File: src/rtl/vortex_ctrl_axil.sv
// AXI4-Lite control slave for the Vortex wrapper: owns the core reset, the DCR
// write port, start/done sequencing and a run-time cycle counter.
module vortex_ctrl_axil #(
    parameter int AXIL_ADDR_WIDTH = 8,
    parameter int DCR_ADDR_WIDTH  = 12,
    parameter int DCR_DATA_WIDTH  = 32,
    parameter int RESET_CYCLES    = 16
) (
    input  logic                       clk,
    input  logic                       reset,
    input  logic                       s_axil_awvalid,
    output logic                       s_axil_awready,
    input  logic [AXIL_ADDR_WIDTH-1:0] s_axil_awaddr,
    input  logic                       s_axil_wvalid,
    output logic                       s_axil_wready,
    input  logic [31:0]                s_axil_wdata,
    input  logic [3:0]                 s_axil_wstrb,
    output logic                       s_axil_bvalid,
    input  logic                       s_axil_bready,
    output logic [1:0]                 s_axil_bresp,
    input  logic                       s_axil_arvalid,
    output logic                       s_axil_arready,
    input  logic [AXIL_ADDR_WIDTH-1:0] s_axil_araddr,
    output logic                       s_axil_rvalid,
    input  logic                       s_axil_rready,
    output logic [31:0]                s_axil_rdata,
    output logic [1:0]                 s_axil_rresp,
    output logic                       vx_reset,
    output logic                       dcr_wr_valid,
    output logic [DCR_ADDR_WIDTH-1:0]  dcr_wr_addr,
    output logic [DCR_DATA_WIDTH-1:0]  dcr_wr_data,
    input  logic                       vx_busy,
    output logic                       irq
);
    localparam logic [2:0] REG_CTRL     = 3'd0;
    localparam logic [2:0] REG_STATUS   = 3'd1;
    localparam logic [2:0] REG_DCR_ADDR = 3'd2;
    localparam logic [2:0] REG_DCR_DATA = 3'd3;
    localparam logic [2:0] REG_CYCLES   = 3'd4;
    localparam logic [1:0] RESP_OKAY    = 2'b00;
    localparam logic [1:0] RESP_SLVERR  = 2'b10;
    localparam logic [7:0] RESET_LAST   = 8'(RESET_CYCLES - 1);

    typedef enum logic [1:0] {
        ST_RESET  = 2'd0,
        ST_IDLE   = 2'd1,
        ST_LAUNCH = 2'd2,
        ST_RUN    = 2'd3
    } state_t;

    state_t                    state_q, state_d;
    logic [7:0]                rst_cnt_q;
    logic                      live_q;
    logic                      aw_full_q, w_full_q;
    logic [2:0]                aw_sel_q;
    logic [31:0]               wdata_q;
    logic [3:0]                wstrb_q;
    logic [DCR_ADDR_WIDTH-1:0] dcr_addr_q;
    logic [31:0]               cycles_q;
    logic                      done_q;

    logic wr_exec, wr_commit, is_idle;
    logic start_req, start_ok, clear_req, dcr_req, dcr_ok, dcr_addr_wr, run_done;
    logic unused_addr_bits;

    // Only bits [4:2] decode; the rest of each address is ignored.
    assign unused_addr_bits = ^{s_axil_awaddr[1:0], s_axil_awaddr[AXIL_ADDR_WIDTH-1:5],
                                s_axil_araddr[1:0], s_axil_araddr[AXIL_ADDR_WIDTH-1:5]};

    assign is_idle     = (state_q == ST_IDLE);
    assign wr_exec     = aw_full_q && w_full_q;
    assign wr_commit   = wr_exec && (wstrb_q == 4'hF);
    assign start_req   = wr_commit && (aw_sel_q == REG_CTRL) && wdata_q[0];
    assign clear_req   = wr_commit && (aw_sel_q == REG_CTRL) && wdata_q[1];
    assign start_ok    = start_req && is_idle;
    assign dcr_req     = wr_commit && (aw_sel_q == REG_DCR_DATA);
    assign dcr_ok      = dcr_req && is_idle;
    assign dcr_addr_wr = wr_commit && (aw_sel_q == REG_DCR_ADDR);
    assign run_done    = (state_q == ST_RUN) && !vx_busy;

    assign s_axil_awready = live_q && !aw_full_q && !s_axil_bvalid;
    assign s_axil_wready  = live_q && !w_full_q && !s_axil_bvalid;
    assign s_axil_arready = live_q && !s_axil_rvalid;
    assign s_axil_rresp   = RESP_OKAY;
    assign vx_reset       = (state_q == ST_RESET) || (state_q == ST_IDLE);
    assign irq            = done_q;

    function automatic logic [31:0] read_mux(input logic [2:0] sel);
        logic [31:0] val;
        val = '0;
        case (sel)
            REG_STATUS:   val = {28'd0, state_q, done_q, vx_busy};
            REG_DCR_ADDR: val = 32'(dcr_addr_q);
            REG_DCR_DATA: val = 32'(dcr_wr_data);
            REG_CYCLES:   val = cycles_q;
            default:      val = '0;
        endcase
        return val;
    endfunction

    always_ff @(posedge clk or negedge reset) begin
        if (!reset) state_q <= ST_RESET;
        else        state_q <= state_d;
    end

    always_comb begin
        state_d = state_q;
        case (state_q)
            ST_RESET:  if (rst_cnt_q == RESET_LAST) state_d = ST_IDLE;
            ST_IDLE:   if (start_ok) state_d = ST_LAUNCH;
            ST_LAUNCH: if (vx_busy) state_d = ST_RUN;
            ST_RUN:    if (!vx_busy) state_d = ST_RESET;
            default:   state_d = ST_RESET;
        endcase
    end

    always_ff @(posedge clk or negedge reset) begin
        if (!reset) begin
            rst_cnt_q <= '0;
            live_q    <= 1'b0;
            cycles_q  <= '0;
            done_q    <= 1'b0;
        end else begin
            live_q    <= 1'b1;
            rst_cnt_q <= (state_q == ST_RESET && state_d == ST_RESET) ? rst_cnt_q + 8'd1 : 8'd0;
            if (start_ok)
                cycles_q <= '0;
            else if (state_q == ST_RUN && cycles_q != '1)
                cycles_q <= cycles_q + 32'd1;
            // Completion takes priority over a coincident clear.
            if (run_done)
                done_q <= 1'b1;
            else if (start_ok || clear_req)
                done_q <= 1'b0;
        end
    end

    // Write channel: AW and W slots fill independently, execute once both are full.
    always_ff @(posedge clk or negedge reset) begin
        if (!reset) begin
            aw_full_q     <= 1'b0;
            w_full_q      <= 1'b0;
            aw_sel_q      <= '0;
            wdata_q       <= '0;
            wstrb_q       <= '0;
            s_axil_bvalid <= 1'b0;
            s_axil_bresp  <= RESP_OKAY;
            dcr_addr_q    <= '0;
            dcr_wr_valid  <= 1'b0;
            dcr_wr_addr   <= '0;
            dcr_wr_data   <= '0;
        end else begin
            if (s_axil_awvalid && s_axil_awready) begin
                aw_full_q <= 1'b1;
                aw_sel_q  <= s_axil_awaddr[4:2];
            end
            if (s_axil_wvalid && s_axil_wready) begin
                w_full_q <= 1'b1;
                wdata_q  <= s_axil_wdata;
                wstrb_q  <= s_axil_wstrb;
            end
            if (wr_exec) begin
                aw_full_q     <= 1'b0;
                w_full_q      <= 1'b0;
                s_axil_bvalid <= 1'b1;
                s_axil_bresp  <= ((start_req && !is_idle) || (dcr_req && !is_idle)) ? RESP_SLVERR : RESP_OKAY;
            end else if (s_axil_bvalid && s_axil_bready) begin
                s_axil_bvalid <= 1'b0;
            end
            if (dcr_addr_wr)
                dcr_addr_q <= wdata_q[DCR_ADDR_WIDTH-1:0];
            dcr_wr_valid <= dcr_ok;
            if (dcr_ok) begin
                dcr_wr_addr <= dcr_addr_q;
                dcr_wr_data <= wdata_q;
            end
        end
    end

    // Read channel: data is captured at the AR handshake, so it reflects pre-write state.
    always_ff @(posedge clk or negedge reset) begin
        if (!reset) begin
            s_axil_rvalid <= 1'b0;
            s_axil_rdata  <= '0;
        end else if (s_axil_arvalid && s_axil_arready) begin
            s_axil_rvalid <= 1'b1;
            s_axil_rdata  <= read_mux(s_axil_araddr[4:2]);
        end else if (s_axil_rvalid && s_axil_rready) begin
            s_axil_rvalid <= 1'b0;
        end
    end
endmodule

File: config.mk
export PLATFORM = sky130hd
export DESIGN_NAME = vortex_ctrl_axil
export DESIGN_NICKNAME = d
export VERILOG_FILES = /design/src/rtl/vortex_ctrl_axil.sv
export SDC_FILE = /design/constraint.sdc
export NUM_CORES = 1
export LEC_CHECK = 0
export CELL_PAD_IN_SITES_DETAIL_PLACEMENT = 2
export CELL_PAD_IN_SITES_GLOBAL_PLACEMENT = 2
export CORE_MARGIN = 2
export CORE_UTILIZATION = 31
export CTS_CLUSTER_SIZE = 40
export DETAILED_ROUTE_END_ITERATION = 8
export PLACE_DENSITY_LB_ADDON = 0.1
export SYNTH_ARGS = -nofsm -noshare
export SYNTH_HDL_FRONTEND = slang
export SYNTH_SLANG_ARGS = --single-unit
File: constraint.sdc
create_clock -name clk -period 2.01 [get_ports clk]
set_input_delay 0.3015 -clock clk [delete_from_list [all_inputs] [get_ports clk]]
set_output_delay 0.3015 -clock clk [all_outputs]
set_load 0.005 [all_outputs]
# == Yosys cells after proc, flatten, opt, wreduce, memory -nomap -nowiden ==
# Index checks and enable logic that the tools add are counted.
# word_totals
wordCells,94
mem_bits_rw,0
romBits,0
out_inout_bits,88
latch_bits,0
n_memories,0
in_bits,60
reg_bits,178
# op_classes
bitwise_logic,0
div_mod_pow,0
order_cmp,0
addsub,2
eq_ne,12
n_shift,0
multipliers,0
n_reduce_logical,42
n_mux,20
# ops
operator,count
$pmux W32 S4,1
$mux W32,2
$add A32 B1 Y32 const B,1
$ne A32 B32 Y1 const B,1
$logic_and A1 B1 Y1,24
$eq A3 B2 Y1 const B,4
$reduce_bool A2 Y1,6
$mux W1,10
$mux W2,5
$add A8 B1 Y8 const B,1
$eq A8 B4 Y1 const B,1
$mux W8,1
$pmux W2 S4,1
$logic_not A1 Y1,6
$eq A2 B2 Y1 const B,2
$eq A4 B4 Y1 const B,1
$logic_not A2 Y1,2
$eq A3 B1 Y1 const B,1
$eq A3 B3 Y1 const B,1
$logic_not A3 Y1,1
$logic_or A1 B1 Y1,3
$eq A2 B1 Y1 const B,1

# == Logic depth before layout (Yosys ltp) ==
# Gate-level depths: netlist (run 1).
# depth
depth_word,10
mapped_depth,8
ltp_nobuf,6

# == Worst setup path before layout (run 1) ==
# Ideal clock, no wire load.
# synth_path
path_type,flip-flop to flip-flop
from,register cycles_q[3]
to,register cycles_q[30]
path_stages_with_launch,8
setup_slack_ns,-0.022
synth_period_minus_slack_ns,2.032
setup_ns,0.078
arrival_ns,1.954
path_cell_list,dfrtp_1 -> buf_4 -> and4_1 -> buf_4 -> nand4_4 -> or4_4 -> or4_1 -> a21oi_1
# synth_via
elab_chain_len,3
word_cells_on_any_way,6
# synth_lines
element,line_no,source
from (decl),59,logic [31:0] cycles_q;
from (signal assigned),129,cycles_q <= cycles_q + 32'd1;
$add A32 B1 Y32 / $ne A32 B32 Y1 (equally long branches),"129, 128",
$mux W32 / $logic_and A1 B1 Y1 (equally long branches),128,else if (state_q == ST_RUN && cycles_q != '1)
$mux W32 / $reduce_bool A2 Y1 (equally long branches),-,
# Parallel ways exist; a longest one is shown, timed or not. The select of a mux whose other input is x is not followed.
# A chain may end at the register's enable or synchronous reset.

# == Worst setup path in the final report (run 1) ==
# layout_path
from,register cycles_q[21]
to,register cycles_q[30]
# The elaborated chain is that of the path after synthesis.

==> results of run 1 <==
[metal layers]
metal	up-vias	global-route usage [%]	wire length (um)
met1	3100	23.8	10700
met3	16	2.78	604
met4	0	4.67	240
met5	-	0	0
met2	99	32.2	11900
li1	2737	-	-
[timing repair]
| item | CTS | global route |
|---|---|---|
| gates cloned | 0 | 2 |
| resized for setup | 5 | 9 |
| hold endpoints to repair | 42 | 0 |
| buffers inserted | 2 | 5 |
| pin swaps | 1 | 6 |
| hold buffers | 1 | 0 |
| setup endpoints to repair | 41 | 53 |
[through the flow]
| step | setup slack [ns] | setup TNS, ns | instances | hold WS, ns | util (%) |
|---|---|---|---|---|---|
| 2_1_floorplan | -0.00741 | -0.00741 | 668 | 0.00591 | - |
| 3_3_place_gp | 0.00945 | 0 | 1152 | 0.276 | 40.9 |
| 3_5_place_dp | -0.0713 | -0.248 | 1152 | 0.276 | 40.9 |
| 4_1_cts | -0.0167 | -0.0167 | 1187 | 0.390 | 43.5 |
| 5_1_grt | -0.0872 | -0.228 | 1194 | 0.408 | 44.0 |
| 6_report | -0.0390 | -0.0426 | 1194 | 0.391 | 44.0 |
[cells in the mapped netlist (15+ instances only)]
cell / instances
a22oi_1: 24
xnor2_1: 16
clkbuf_1: 31
nand4_1: 16
nor2_1: 44
a21oi_1: 18
nand3_1: 15
mux2_2: 97
nand2_1: 61
dfrtp_1: 177
o21ai_0: 41
mux2i_1: 15
[placed cells by master (no fill, tap or decap), types with 3 or more instances in the layout]
| master | instances |
|---|---|
| a22oi_1 | 24 |
| buf_4 | 68 |
| dfrtp_1 | 177 |
| or2_2 | 3 |
| clkbuf_16 | 19 |
| mux2i_1 | 15 |
| conb_1 | 4 |
| nor2_1 | 44 |
| and3_1 | 5 |
| inv_8 | 4 |
| nand3_1 | 15 |
| nand2_1 | 61 |
| or4_1 | 3 |
| o31ai_1 | 3 |
| mux2_2 | 97 |
| nand4_1 | 16 |
| inv_1 | 9 |
| or3_1 | 3 |
| xnor2_1 | 16 |
| o211ai_1 | 5 |
| a211oi_1 | 6 |
| o21ai_0 | 41 |
| inv_6 | 5 |
| buf_12 | 10 |
| nor2b_1 | 4 |
| a21oi_1 | 16 |
| and4_4 | 3 |
| nor4_1 | 5 |
| and2_1 | 7 |
| xor2_1 | 3 |
| clkdlybuf4s50_1 | 133 |
[power groups by stage]
stage,Sequential [uW],Clock (uW),Combinational (uW)
after floorplan,4460,0,911
after global placement,4500,0,1540
after detailed placement,4570,0,1650
after CTS,4500,3560,1660
after global routing,4580,3690,1800
final,4490,3430,1620
[state kept, by name (all words and copies together) (netlist names), 2 cells and up]
register	flops
cycles_q	32
state_q	2
aw_sel_q	3
rst_cnt_q	8
wstrb_q	4
dcr_addr_q	12
dcr_wr_data	32
dcr_wr_addr	12
s_axil_rdata	32
wdata_q	32
[area by class of cell]
class | count | share of cell area, %
tap | 324 | 3.77
timing repair buffer | 216 | 19.7
clock inverter | 14 | 1.54
inverter | 9 | 0.314
multi-input combinational | 436 | 29.4
clock buffer | 18 | 4.08
sequential | 177 | 41.2
[cells by family after synthesis]
family                     after synthesis
and+or+nand+nor                        188
other                                    2
adders and majority gates                2
muxes                                  114
AOI/OAI and AO/OA                      109
buffers and inverters                   55
xor gates and xnor gates                19
DFF                                    177
[final timing paths]
check	endpoint	cells after the start	slack (ns)	start
max reg2reg	cycles_q[30]	5	-0.04	cycles_q[21]
min reg2reg	rst_cnt_q[0]	1	0.47	rst_cnt_q[0]
min in group clk	s_axil_bvalid	2	0.45	s_axil_bready
min	rst_cnt_q[2]	2	0.39	reset
max	cycles_q[30]	5	-0.04	cycles_q[21]
max in group asynchronous	s_axil_rdata[6]	3	1.03	reset
==> impl_metrics.yaml, run 1 <==
outcome:
  outcome: "finished with violations"
  failed_checks: "negative setup slack"
setup_path:
  start_kind: "flop"
  cp.buffers_inverters: 0
  crit_top_cell: "or4_4"
  required_ns: 2.37
  arrival_ns: 2.41
  cpMaxStageDelayCell: "or4_4"
  path_class: "flop to flop"
  slowest_delay_ns: 0.59
  worstPathCellList: "and4_4 > nand3_1 > or4_4 > or4_4 > a21oi_2"
  end_kind: "flop"
  crit_fanout: 5
  critical-path-top-delay-family: "simple AND/OR/NAND/NOR gates"
drt:
  via_per_inst: 4.98
  postRouteAntennaNets: 0
  wl_per_cell_um: 19.7
  drc: 0
  num_vias: 5952
  first_pass_iters: 4
  routed_wl_mm: 23.5
  drtIter0Drc: 160
placement:
  place_congestion: 0.768
  port_buffers: 134
  dpl.hpwl_mm: 16.4
  postPlaceCellArea_um2: 10000
synthesis:
  synthXorXnorAreaFrac_pct: 2.14
  ys_types: 50
  synth_top_family_by_area: "multiplexers"
  yosysTopAreaCell: "dfrtp_1"
  synthMuxAreaShare_pct: 16.3
  yosysWarnings: 0
  synthDominantCellAreaShare_pct: 57.1
  syn-cell-area_um2: 7760
  syn_area_per_cell_um2: 11.6
  synthSimpleGateAreaFrac_pct: 12.3
  synth_ff_type: "dfrtp_1"
  synth_compound_area_share_pct: 8.71
  synth_area_leaders: "dfrtp_1 (57%), mux2_2 (14%), nand2_1 (3.0%), o21ai_0 (2.6%), a22oi_1 (2.3%)"
  synth_adder_area_share_pct: 0.323
  synthArstFlopShare_pct: 100
  ys_seq_area_share_pct: 57.1
  ys_seq_elements: 177
  synth_edf_count: 0
  syn_inst: 666
timing:
  drv_slew: 0
  setup_viol: 2
  fmax_mhz: 488
  hold_viol: 0
  rsz0062_at_grt: "yes"
  period_minus_slack_ns: 2.05
  post-route-period-util_pct: 102
  finClkSkew_ns: 0.0104
  fin_ws_ns: -0.0390
final_layout:
  seqCellArea_um2: 4430
  area_growth_pct: 38.7
  layout.nets: 919
  diodes: 0
  filler_cell_count: 2500
  multi_input_area_um2: 3160
  drive_above_1_share_pct: 27.0
  fin_area_um2: 10800
clock_tree:
  clock-sinks: 177
  htreeDepth: 4
  clk_latency_ns: 0.43
  ctsRootBufferMaster: "clkbuf_16"
  cts_buffers: 17
  cts_buffer_depth: 2
  cts_tree: "built"
  clkTransAtPathRegs_ns: 0.07
pwr:
  p_leak_uw: 0.00473
  powerDensity_nw_per_um2: 886
  netSwitchingPower_uw: 2690
  swShare_pct: 28.2
  p_clk_share_pct: 35.9
  pwr-share-comb_pct: 17.0
  p_int_uw: 6840
  p_total_uw: 9530
  vdd_drop_max_v: 0.000492
  pwr-share-seq_pct: 47.1
global_routing:
  grt_remaining_overflow: 0
  first_global_vias: 6942
  grt_pass1_wl_mm: 38.3
  grt_usage_pct: 18.4
  antenna_found_initial: 0
  grt_max_degree: 47
run:
  cap_violations: 0
floorplan:
  die_h_um: 162
  start_util_pct: 31.7
  rows: 57
  core_area_um2: 24500
  ioPinCount: 148
  die_area_um2: 26300
  die_x_um: 162
hold_path:
  min_path_type: "input port to async pin"
Power figures use the tool's default switching activity.
==> run 2, diff against run 1 <==
--- a/config.mk
+++ b/config.mk
@@ -5,10 +5,11 @@
 export SDC_FILE = /design/constraint.sdc
 export NUM_CORES = 1
 export LEC_CHECK = 0
+export ABC_AREA = 1
 export CELL_PAD_IN_SITES_DETAIL_PLACEMENT = 2
 export CELL_PAD_IN_SITES_GLOBAL_PLACEMENT = 2
 export CORE_MARGIN = 2
-export CORE_UTILIZATION = 31
+export CORE_UTILIZATION = 28
 export CTS_CLUSTER_SIZE = 40
 export DETAILED_ROUTE_END_ITERATION = 8
 export PLACE_DENSITY_LB_ADDON = 0.1
==> run 2 against run 1 <==
  * The flow now finishes without violations
  * Global-route usage up 1.5 points
  * Fmax increased by 6.9%
  * Register-to-register slack gained 0.20 ns
  * Cell count rose by 31%
  * First-iteration DRC count up 140%
==> impl_metrics.yaml, run 2 <==
clock_tree:
  htreeDepth: 4
  ctsRootBufferMaster: "clkbuf_16"
  cts_buffers: 17
  cts_setup_buffers: 0
  clkTransAtPathRegs_ns: 0.07
  cts_buffer_depth: 2
  cts_tree: "built"
  clk_latency_ns: 0.44
  clock-sinks: 177
pwr:
  pwr-share-comb_pct: 17.5
  pwr-share-seq_pct: 46.8
  p_leak_uw: 0.00507
  swShare_pct: 29.6
  powerDensity_nw_per_um2: 886
  vdd_drop_max_v: 0.000545
  netSwitchingPower_uw: 2820
  p_int_uw: 6690
  p_clk_share_pct: 35.7
drt:
  wl_per_cell_um: 18.6
  drc: 0
  drtIter0Drc: 376
  routed_wl_mm: 29.0
  via_per_inst: 4.66
  first_pass_iters: 4
  postRouteAntennaNets: 0
  num_vias: 7270
floorplan:
  die_area_um2: 30500
  rows: 62
  die_x_um: 175
  core_area_um2: 28700
  die_h_um: 175
  start_util_pct: 28.4
  ioPinCount: 148
global_routing:
  grt_usage_pct: 19.9
  antenna_found_initial: 0
  grt_pass1_wl_mm: 46.6
  grt_remaining_overflow: 0
  grt_max_degree: 46
  first_global_vias: 7926
synthesis:
  synthArstFlopShare_pct: 100
  synthTopCellsByCount: "nand2_1 (377), dfrtp_1 (177), nor2_1 (110), inv_1 (81), o21ai_0 (66)"
  syn_area_per_cell_um2: 8.01
  syn_inst: 1018
  synth_area_leaders: "dfrtp_1 (54%), nand2_1 (17%), nor2_1 (5.1%), o21ai_0 (4.1%), inv_1 (3.7%)"
  synth_ff_type: "dfrtp_1"
  ys_seq_elements: 177
  ys_seq_area_share_pct: 54.3
  ys_types: 34
  yosysTopAreaCell: "dfrtp_1"
  syn-cell-area_um2: 8150
  synthDominantCellAreaShare_pct: 54.3
  yosysWarnings: 0
  synth_most_common_cell: "nand2_1"
  synth_edf_count: 0
final_layout:
  seqCellArea_um2: 4430
  area_growth_pct: 31.6
  diodes: 0
  fin_area_um2: 10700
  layout_common_cells: "nand2_1 (375), dfrtp_1 (176), clkdlybuf4s50_1 (132)"
  multi_input_area_um2: 3240
  filler_cell_count: 3265
  layout.nets: 1227
  drive_above_1_share_pct: 8.50
  layout_commonest_cell: "nand2_1"
timing:
  fmax_mhz: 522
  setup_viol: 0
  finClkSkew_ns: 0.0144
  period_minus_slack_ns: 1.92
  drv_slew: 0
  relSlewSlack_pct: 66.2
  rsz0062_at_grt: "no"
  hold_viol: 0
  post-route-period-util_pct: 95.3
  tightest_slew_ns: 0.506
  setup_tns_ns: 0
placement:
  place_congestion: 0.805
  port_buffers: 134
  postPlaceCellArea_um2: 10100
  dpl.hpwl_mm: 21.6
setup_path:
  crit_fanout: 3
  end_kind: "output port"
  reg2reg_slack_ns: 0.16
  start_kind: "flop"
  path_class: "flop to output port"
  required_ns: 1.71
  arrival_ns: 1.61
hold_path:
  min_path_type: "input port to async pin"
run:
  cap_violations: 0
outcome:
  outcome: "completed"
## run 2: cell types whose count changed in the layout (fill, tap and decap cells not counted), moves of 13 or more
cell | before | now
nor2_1 | 44 | 109
mux2_2 | 97 | 5
a22oi_1 | 24 | 0
nand2_1 | 61 | 375
mux2i_1 | 15 | 0
xnor2_1 | 16 | 1
nand2_2 | 0 | 15
nand3_1 | 15 | 28
o21ai_0 | 41 | 66
inv_1 | 9 | 81
buf_4 | 68 | 25
a21oi_1 | 16 | 38
## run 2: timing repair
action | CTS | global route
hold buffers | 1 | 0
hold endpoints to repair | 34 | 0
pin swaps | 0 | 0
resized for setup | 2 | 4
endpoints found under the setup margin | 2 | 5
## run 2: cell families after synthesis
kind of cell / count (synthesis) / share of synthesized area [%]
simple gates: 569 / 28.7
flops: 177 / 54.3
compound gates: 131 / 8.79
buf+inv: 124 / 6.28
xor+xnor: 8 / 0.859
mux: 5 / 0.690
fa+ha+maj: 2 / 0.307
other cells: 2 / 0.0921
## run 2: path summary, 6_finish.rpt
path                       cells past startpoint            end           from
setup / recovery                               2  s_axil_wready       w_full_q
hold / removal                                 2   rst_cnt_q[0]          reset
setup reg to reg                              10   cycles_q[20]       w_full_q
hold reg to reg                                1   rst_cnt_q[0]   rst_cnt_q[0]
max in group asynchronous                      3    cycles_q[3]          reset
min in group clk                               2  s_axil_rvalid  s_axil_rready
## run 2: per-stage QoR
| stage | instances | power (uW) | hold slack, ns | utilization, % | worst slack (ns) |
|---|---|---|---|---|---|
| 6_report | 1560 | 9510 | 0.352 | 37.4 | 0.0941 |
| 5_1_grt | 1560 | 10100 | 0.380 | 37.4 | 0.00162 |
| 4_1_cts | 1560 | 9690 | 0.363 | 37.4 | 0.00249 |
| 3_5_place_dp | 1529 | 6190 | 0.263 | 35.3 | 0.153 |
| 3_3_place_gp | 1529 | 6090 | 0.268 | 35.3 | 0.211 |
| 2_1_floorplan | 1020 | 5270 | 0.00591 | - | 0.320 |
## run 2: cell type report
class,count,area share [%]
flip-flops and latches,177,41.3
multi-input cells,719,30.2
repair buffers,167,15.7
well taps,384,4.48
clock buffers,18,4.00
inverters,83,2.97
clock inverters,12,1.38
## run 2: power by group through the flow
stage	Sequential, uW	Combinational (uW)	Clock (uW)
6_report	4450	1660	3400
4_1_cts	4450	1710	3530
3_5_place_dp	4500	1690	0
2_1_floorplan	4410	857	0
5_1_grt	4530	1920	3670
3_3_place_gp	4470	1620	0
## run 2: metal layers
layer / share of wire [%] / wire [um] / GRT usage (%) / up-vias
li1: - / - / - / 3496
met1: 49 / 14300 / 28.5 / 3675
met2: 47 / 13500 / 31.2 / 89
met3: 3.4 / 984 / 4.03 / 10
met4: 0.68 / 196 / 4.13 / 0
met5: 0 / 0 / 0 / -
## run 2: worst max-delay path, stage by stage, from the launching register on
cell             delay, ns
dfrtp_1               0.43
nor3_4                0.23
clkdlybuf4s50_1       0.53
